===== src/rtl/mem_pkg.sv =====
// Shared types for the block mover: FSM state encoding and mode constants.
package mem_pkg;

  typedef enum logic [1:0] {IDLE, READ, WRITE, DONE} mover_state_t;

  localparam logic MODE_COPY = 1'b0;
  localparam logic MODE_FILL = 1'b1;

endpackage


===== src/rtl/mem_block_mover_if.sv =====
// Single-port data-memory bus: one address pointer, combinational read,
// write on posedge when MemWriteEn is high.
interface mem_block_mover_if #(
  parameter int W = 8,
  parameter int A = 8
);
  logic [A-1:0] MemAddress;
  logic         MemWriteEn;
  logic [W-1:0] MemDataOut;
  logic [W-1:0] MemDataIn;

  modport master (output MemAddress, output MemWriteEn, output MemDataOut, input  MemDataIn);
  modport slave  (input  MemAddress, input  MemWriteEn, input  MemDataOut, output MemDataIn);
endinterface


===== src/rtl/mem_block_mover.sv =====
// Block copy / fill engine sitting beside the core on the data-memory bus.
// Copy alternates READ/WRITE (2 cycles per byte), fill stays in WRITE
// (1 cycle per byte). Addresses wrap mod 2**A; copy is strictly ascending.
module mem_block_mover
  import mem_pkg::*;
#(
  parameter int W = 8,
  parameter int A = 8
) (
  input  logic               Clk,
  input  logic               ResetN,
  input  logic               Start,
  input  logic               Mode,
  input  logic [A-1:0]       SrcAddr,
  input  logic [A-1:0]       DstAddr,
  input  logic [A:0]         Length,
  input  logic [W-1:0]       FillValue,
  input  logic               Abort,
  mem_block_mover_if.master  mem,
  output logic               Busy,
  output logic               Done,
  output logic [A:0]         Count
);

  mover_state_t state_q, state_d;
  logic [A-1:0] src_q, src_d;
  logic [A-1:0] dst_q, dst_d;
  logic [A:0]   len_q, len_d;
  logic [A:0]   cnt_q, cnt_d;
  logic [W-1:0] fill_q, fill_d;
  logic [W-1:0] hold_q, hold_d;
  logic         mode_q, mode_d;
  logic [A:0]   cnt_inc;

  assign cnt_inc = cnt_q + {{A{1'b0}}, 1'b1};

  // State and operand registers; reset abandons any operation in flight.
  always_ff @(posedge Clk or negedge ResetN) begin
    if (!ResetN) begin
      state_q <= IDLE;
      src_q   <= '0;
      dst_q   <= '0;
      len_q   <= '0;
      cnt_q   <= '0;
      fill_q  <= '0;
      hold_q  <= '0;
      mode_q  <= MODE_COPY;
    end else begin
      state_q <= state_d;
      src_q   <= src_d;
      dst_q   <= dst_d;
      len_q   <= len_d;
      cnt_q   <= cnt_d;
      fill_q  <= fill_d;
      hold_q  <= hold_d;
      mode_q  <= mode_d;
    end
  end

  // Next-state and datapath update; Abort in READ/WRITE drops to IDLE
  // without advancing pointers so Count reflects bytes actually written.
  always_comb begin
    state_d = state_q;
    src_d   = src_q;
    dst_d   = dst_q;
    len_d   = len_q;
    cnt_d   = cnt_q;
    fill_d  = fill_q;
    hold_d  = hold_q;
    mode_d  = mode_q;
    case (state_q)
      IDLE: begin
        if (Start) begin
          src_d  = SrcAddr;
          dst_d  = DstAddr;
          len_d  = Length;
          fill_d = FillValue;
          mode_d = Mode;
          cnt_d  = '0;
          if (Length == '0)           state_d = DONE;
          else if (Mode == MODE_COPY) state_d = READ;
          else                        state_d = WRITE;
        end
      end
      READ: begin
        if (Abort) begin
          state_d = IDLE;
        end else begin
          hold_d  = mem.MemDataIn;
          state_d = WRITE;
        end
      end
      WRITE: begin
        if (Abort) begin
          state_d = IDLE;
        end else begin
          src_d = src_q + {{(A-1){1'b0}}, 1'b1};
          dst_d = dst_q + {{(A-1){1'b0}}, 1'b1};
          cnt_d = cnt_inc;
          if (cnt_inc == len_q)        state_d = DONE;
          else if (mode_q == MODE_COPY) state_d = READ;
        end
      end
      DONE:    state_d = IDLE;
      default: state_d = IDLE;
    endcase
  end

  // Bus outputs are decoded from state; Abort gates the write combinationally.
  always_comb begin
    mem.MemAddress = '0;
    mem.MemWriteEn = 1'b0;
    mem.MemDataOut = '0;
    case (state_q)
      READ:  mem.MemAddress = src_q;
      WRITE: begin
        mem.MemAddress = dst_q;
        mem.MemWriteEn = !Abort;
        mem.MemDataOut = (mode_q == MODE_FILL) ? fill_q : hold_q;
      end
      default: ;
    endcase
  end

  assign Busy  = (state_q == READ) || (state_q == WRITE);
  assign Done  = (state_q == DONE);
  assign Count = cnt_q;

endmodule


===== src/flat_wrapper.sv =====
// flat-port wrapper written by rule: the top's interface ports become plain ports
module mem_block_mover_flat import mem_pkg::*;
#(
  parameter int W = 8,
  parameter int A = 8
)
  (Clk, ResetN, Start, Mode, SrcAddr, DstAddr, Length, FillValue, Abort, Busy, Done, Count, mem_MemAddress, mem_MemWriteEn, mem_MemDataOut, mem_MemDataIn);
  mem_block_mover_if #(.W(W), .A(A)) mem_i ();
  input  logic Clk;
  input  logic ResetN;
  input  logic Start;
  input  logic Mode;
  input  logic [A-1:0] SrcAddr;
  input  logic [A-1:0] DstAddr;
  input  logic [A:0] Length;
  input  logic [W-1:0] FillValue;
  input  logic Abort;
  output logic Busy;
  output logic Done;
  output logic [A:0] Count;
  output wire logic [$bits(mem_i.MemAddress)-1:0] mem_MemAddress;
  output wire logic [$bits(mem_i.MemWriteEn)-1:0] mem_MemWriteEn;
  output wire logic [$bits(mem_i.MemDataOut)-1:0] mem_MemDataOut;
  input wire logic [$bits(mem_i.MemDataIn)-1:0] mem_MemDataIn;
  assign mem_MemAddress = mem_i.MemAddress;
  assign mem_MemWriteEn = mem_i.MemWriteEn;
  assign mem_MemDataOut = mem_i.MemDataOut;
  assign mem_i.MemDataIn = mem_MemDataIn;
  mem_block_mover #(.W(W), .A(A)) u_core (.Clk(Clk), .ResetN(ResetN), .Start(Start), .Mode(Mode), .SrcAddr(SrcAddr), .DstAddr(DstAddr), .Length(Length), .FillValue(FillValue), .Abort(Abort), .mem(mem_i), .Busy(Busy), .Done(Done), .Count(Count));
endmodule

===== config.mk =====
export PLATFORM = sky130hd
export DESIGN_NAME = mem_block_mover_flat
export DESIGN_NICKNAME = d
export VERILOG_FILES = /design/src/rtl/mem_pkg.sv /design/src/rtl/mem_block_mover_if.sv /design/src/rtl/mem_block_mover.sv /design/src/flat_wrapper.sv
export SDC_FILE = /design/constraint.sdc
export NUM_CORES = 1
export LEC_CHECK = 0
export BUFFER_PORTS_ARGS = -buffer_cell sky130_fd_sc_hd__buf_4
export CAP_MARGIN = 20
export CORE_ASPECT_RATIO = 0.9
export CORE_MARGIN = 8
export CORE_UTILIZATION = 34
export CTS_BUF_LIST = sky130_fd_sc_hd__clkbuf_8
export DETAILED_ROUTE_END_ITERATION = 8
export SLEW_MARGIN = 5
export SYNTH_ARGS = -nofsm -noshare
export SYNTH_HDL_FRONTEND = slang
export SYNTH_SLANG_ARGS = --single-unit
export TNS_END_PERCENT = 20

===== constraint.sdc =====
create_clock -name Clk -period 2.1 [get_ports Clk]
set_input_delay 0.21 -clock Clk [delete_from_list [all_inputs] [get_ports Clk]]
set_output_delay 0.21 -clock Clk [all_outputs]
set_load 0.05 [all_outputs]

## Word-level counts from Yosys, hierarchy flattened

Cells that the tools add are included.

| storage, ports and cells | value |
|---|---|
| register bits | 53 |
| latch bits | 0 |
| RAM bits | 0 |
| memory bits (read-only) | 0 |
| input bits | 46 |
| output and inout bits | 28 |
| logic and storage cells | 49 |
| memories | 0 |

| operators by class | value |
|---|---|
| add/sub/neg operators | 3 |
| multipliers | 0 |
| divide/modulo/power cells | 0 |
| order comparisons | 0 |
| eq/ne operators | 7 |
| shifts and indexed selects | 0 |
| mux-type cells | 21 |
| bitwise logic cells | 1 |
| reductions and logical operators | 9 |

Operator list:

| cell | number |
|---|---|
| $mux 8 | 6 |
| $pmux 8 s2 | 3 |
| $mux 9 | 2 |
| $pmux 9 s2 | 1 |
| $add 8x1->8 const B | 2 |
| $mux 2 | 7 |
| $add 9x1->9 const B | 1 |
| $eq 9x9->1 | 1 |
| $logic_not 9->1 | 1 |
| $pmux 2 s4 | 1 |
| $reduce_and 2->1 | 3 |
| $eq 2x2->1 const B | 2 |
| $ne 2x2->1 const B | 2 |
| $ne 4x4->1 const B | 1 |
| $reduce_and 3->1 | 1 |
| $eq 2x1->1 const B | 1 |
| $logic_not 2->1 | 1 |
| $reduce_bool 2->1 | 1 |
| $logic_not 1->1 | 1 |
| $logic_or 1x1->1 | 1 |
| $mux 1 | 1 |
| $not 1->1 | 1 |

## Longest topological paths before layout

| logic depth | value |
|---|---|
| depth in word-level cells | 5 |
| gate-level depth with buffers | 10 |
| gate-level depth less buffers | 9 |

## Worst setup path after synthesis

No wires, ideal clock.

| path | value |
|---|---|
| kind | flip-flop to output port |
| from | register u_core.state_q[0] |
| to | output mem_MemAddress[0] |
| arrival time | 2.667 ns |
| required time | 1.890 ns |
| slack | -0.777 ns |
| cell stages (with the launch flop) | 8 |
| buffers on the path | 3 |
| cell sequence | dfrtp_1 > inv_1 > ha_1 > clkbuf_1 > clkbuf_1 > clkbuf_1 > nand2_1 > a21boi_0 |

| between the ends | value |
|---|---|
| cells in the longest elaborated chain, start to end | 2 |
| elaborated cells on any way between the ends | 3 |
| those cells by class | eq/ne: 2; mux: 1 |

Ends and longest elaborated chain:

| what | line | source |
|---|---|---|
| start, declared | mem_block_mover.sv:25 | `mover_state_t state_q, state_d;` |
| start signal, assigned | mem_block_mover.sv:49 | `state_q <= state_d;` |
| $eq 2x2->1 / $eq 2x1->1 (equally long branches) | mem_block_mover.sv:114 | `case (state_q)` |
| $pmux 8 s2 * | mem_block_mover.sv:114 |  |
| end, declared | flat_wrapper.sv:21 | `output wire logic [$bits(mem_i.MemAddress)-1:0] mem_MemAddress;` |

Mark *: on every way between the ends. The rest lies on a longest branch, timed or not.

## Worst setup path in the final report

| path | value |
|---|---|
| from | register u_core.cnt_q[0], in the netlist u_core.Count[0] |
| to | register u_core.state_q[0] |

| between the ends | value |
|---|---|
| cells in the longest elaborated chain, start to end | 5 |
| elaborated cells on any way between the ends | 7 |
| those cells by class | add/sub: 1; eq/ne: 2; mux: 3; reduce/logical: 1 |

Ends and longest elaborated chain:

| what | line | source |
|---|---|---|
| start, declared | mem_block_mover.sv:29 | `logic [A:0] cnt_q, cnt_d;` |
| start signal, assigned | mem_block_mover.sv:53 | `cnt_q <= cnt_d;` |
| $add 9x1->9 * | mem_block_mover.sv:35 | `assign cnt_inc = cnt_q + {{A{1'b0}}, 1'b1};` |
| $eq 9x9->1 * | mem_block_mover.sv:100 | `if (cnt_inc == len_q) state_d = DONE;` |
| $mux 2 | mem_block_mover.sv:100 |  |
| $mux 2 | mem_block_mover.sv:94 | `if (Abort) begin` |
| $pmux 2 s4 | mem_block_mover.sv:71 | `case (state_q)` |

Marks and branches as above.
A chain may end at the register's enable or synchronous reset.

==> flow_summary.json <==
{
  "status": "finished with violations",
  "violations": "negative setup slack",
  "switchingPower_mw": 2.61,
  "area_growth_pct": 29.0,
  "dieArea_um2": 12900,
  "fin_cells": 542,
  "final_area_um2": 4160,
  "setup_viol": 1,
  "cellLeakagePower_nw": 1.89,
  "clk_latency_ns": 0.30,
  "rows": 33,
  "cp_top_family": "simple AND/OR/NAND/NOR gates",
  "rr_endpoint": "u_core.state_q[0]$_DFFE_PN0P_",
  "yosysUniqueCellTypes": 53,
  "reg2reg_slack_ns": -0.03,
  "ys_seq_elements": 53,
  "slowest_delay_ns": 0.44,
  "max_cap_viol_count": 0,
  "switching_share_pct": 45.4,
  "cp-end-kind": "flop",
  "hold_viol_final": 0,
  "yosys_warnings": 0,
  "clockBufferDepth": 2,
  "placed_cells": 533,
  "clock_sinks": 53,
  "p_total_mw": 5.75,
  "final_common_cell": "buf_4",
  "seq_power_share_pct": 33.3,
  "grt_pass1_wl_mm": 14.4,
  "cts_root_buffer": "clkbuf_8",
  "finalClockSkew_ns": 0.0108,
  "holdPathStages": 2,
  "grt_overflow": 0,
  "core-area_um2": 9170,
  "clkTransAtPathRegs_ns": 0.10,
  "syn-cell-area_um2": 3220,
  "rr_startpoint": "u_core.Count[0]$_DFFE_PN0P_",
  "wl_per_cell_um": 16.1,
  "worst_pin_slew_ns": 0.723,
  "gp_congestion": 0.819,
  "fill_cells": 913,
  "htreeDepth": 2,
  "slowest_stage": "dfrtp_2",
  "place_area_um2": 4060,
  "initialDrtViolationCount": 132,
  "hp-class": "primary input to flop",
  "whs_endpoint": "u_core.hold_q[6]$_DFFE_PN0P_",
  "fmax_mhz": 469,
  "cp_data_arrival_time_ns": 2.32,
  "grt_pass1_vias": 2888,
  "worstRegToRegCells": 7,
  "seq_area_frac_synth_pct": 41.2,
  "register_area_um2": 1330,
  "layout-drive-gt1-share_pct": 34.5,
  "min_period_ns": 2.13,
  "ios": 74,
  "cp_max_fo": 2,
  "antenna_cells": 0,
  "drcViolationCount": 0,
  "rsz0062_at_grt": "yes",
  "detail-route-antenna-nets": 0,
  "track_usage_pct": 13.4,
  "cts_tree": "done",
  "final_nets": 473,
  "dr.pass1.iters": 4,
  "hpwl_mm": 6.59,
  "irDropWorstVdd_v": 0.000690,
  "routed_wl_mm": 8.72,
  "die_y_um": 108,
  "fin_ws_ns": -0.0328,
  "syn_inst": 334,
  "layout_common_cells": "buf_4 (95), dfrtp_1 (51), o21ai_0 (33)",
  "cts_buffers": 5,
  "antenna_found_initial": 0,
  "grt_max_degree": 54,
  "p_comb_share_pct": 56.7,
  "dieWidth_um": 119,
  "drv_slew": 0,
  "crit_type": "flop to flop",
  "clkPwrFrac_pct": 10.0,
  "multi_input_area_um2": 1800,
  "cp-start-kind": "flop",
  "path_cells": "ha_4 -> xor2_1 -> a211o_1 -> nand4bb_4 -> nor4_4 -> a31oi_1 -> mux2_1",
  "min-delay-start": "mem_MemDataIn[6]",
  "synth.net_count": 388,
  "via_count": 2809,
  "required_ns": 2.29,
  "crit_buf_inv": 0,
  "io_buffers": 73,
  "start_util_pct": 35.1,
  "routed_via_density": 5.18,
  "internal_power_mw": 3.14,
  "syn_avg_cell_area_um2": 9.65,
  "relSlewSlack_pct": 51.8,
  "powerDensity_nw_per_um2": 1380,
  "fin_crit_sh_pct": 102
}
==> Yosys cell counts (all sizes together) <==
master    n  area (µm²)
nor3      7        35.0
and4      2        20.0
o41ai     2        17.5
a21o      5        37.5
o221a     1        11.3
or4       1        7.51
a41oi     1        8.76
nor4      2        27.5
or3       5        31.3
o31ai     2        15.0
a21oi    15        75.1
or3b      1        8.76
nand3     8        40.0
ha        8         100
o22ai     1        6.26
nand2    22        82.6
nor2b    20         128
clkbuf   12        45.0
a211o     1        8.76
nor2     21        78.8
xnor2     2        25.0
a2111oi   1        15.0
mux2     26         293
mux2i    12         120
dfrtp    53        1330
xor2      6        52.6
o21a      2        15.0
and3      5        31.3
buf       7        43.8
nand4bb   1        27.5
nand3b    2        15.0
nand4     7        56.3
inv      13        48.8
o211ai    1        7.51
a22o      1        8.76
a21boi    1        7.51
a31oi     7        43.8
a221o     5        50.1
a22oi     7        52.6
and2      1        6.26
nand2b    2        12.5
o21ai    35         179
==> state kept, by name (all words and copies together) (netlist names) <==
| register | cells |
|---|---|
| u_core.Count | 9 |
| u_core.dst_q | 8 |
| u_core.fill_q | 8 |
| u_core.hold_q | 8 |
| u_core.len_q | 9 |
| u_core.mode_q | 1 |
| u_core.src_q | 8 |
| u_core.state_q | 2 |
==> worst max path at each step <==
stage	slack (ns)	cells after the start	start	endpoint
3_5_place_dp	-0.11	7	u_core.Count[1]$_DFFE_PN0P_	u_core.state_q[0]$_DFFE_PN0P_
4_1_cts	-0.05	7	u_core.Count[0]$_DFFE_PN0P_	u_core.state_q[0]$_DFFE_PN0P_
2_1_floorplan	-0.24	8	u_core.Count[0]$_DFFE_PN0P_	u_core.state_q[0]$_DFFE_PN0P_
6_report	-0.03	7	u_core.Count[0]$_DFFE_PN0P_	u_core.state_q[0]$_DFFE_PN0P_
3_3_place_gp	-0.04	7	u_core.Count[1]$_DFFE_PN0P_	u_core.state_q[0]$_DFFE_PN0P_
5_1_grt	-0.11	7	u_core.Count[0]$_DFFE_PN0P_	u_core.state_q[0]$_DFFE_PN0P_
==> cells by family (layout without fill, tap and decap cells) <==
| logic type | after synthesis | after routing | synth area share (%) |
|---|---|---|---|
| adders and majority gates | 8 | 8 | 3.11 |
| DFF | 53 | 53 | 41.2 |
| and+or+nand+nor | 107 | 107 | 18.9 |
| AOI/OAI and AO/OA | 88 | 88 | 17.4 |
| buffers and inverters | 32 | 118 | 4.27 |
| muxes | 38 | 38 | 12.8 |
| xor gates and xnor gates | 8 | 8 | 2.41 |
==> power groups by stage <==
stage | clock network [mW] | registers, mW | logic, mW
after floorplan | 0 | 1.85 | 2.35
after global placement | 0 | 1.91 | 3.23
after detailed placement | 0 | 1.93 | 3.29
after CTS | 0.602 | 1.91 | 3.30
after global routing | 0.637 | 1.98 | 3.55
final | 0.575 | 1.91 | 3.26
==> per-stage QoR <==
| step | utilization [%] | setup slack (ns) | hold slack (ns) | setup TNS [ns] |
|---|---|---|---|---|
| floorplan | - | -0.236 | -0.0856 | -1.00 |
| global placement | 44.3 | -0.0363 | 0.311 | -0.0363 |
| detailed placement | 44.3 | -0.110 | 0.312 | -0.145 |
| CTS | 45.3 | -0.0482 | 0.122 | -0.0482 |
| global route | 45.3 | -0.112 | 0.116 | -0.177 |
| finish | 45.3 | -0.0328 | 0.134 | -0.0328 |
==> repair_timing <==
action                                 4_1_cts  5_1_grt
hold buffers                                 1        0
gates resized for setup                      0        2
pin swaps                                    5        2
setup endpoints to repair                    2        9
setup buffers                                0        0
endpoints found under the hold margin       53        0
==> layout make-up <==
cell class / count / share of cell area (%)
Multi-Input combinational cell: 249 / 43.3
Sequential cell: 53 / 32.0
Timing Repair Buffer: 97 / 17.9
Tap cell: 122 / 3.67
Clock buffer: 5 / 1.66
Inverter: 13 / 1.17
Clock inverter: 3 / 0.361
==> layer usage <==
layer  track usage [%]  vias to the layer above  wire length (µm)
met1              17.7                     1349              4170
met2              21.8                       72              4020
li1                  -                     1386                 -
met5                 0                        -                 0
met3              3.13                        2               480
met4              3.16                        0                47
==> worst reg2reg max path, stage by stage (launching register included) <==
cell       delay [ns]
dfrtp_2          0.44
ha_4             0.24
xor2_1           0.15
a211o_1          0.23
nand4bb_4        0.20
nor4_4           0.29
a31oi_1          0.13
mux2_1           0.33
Note: power is estimated with default switching activity, not from simulation.
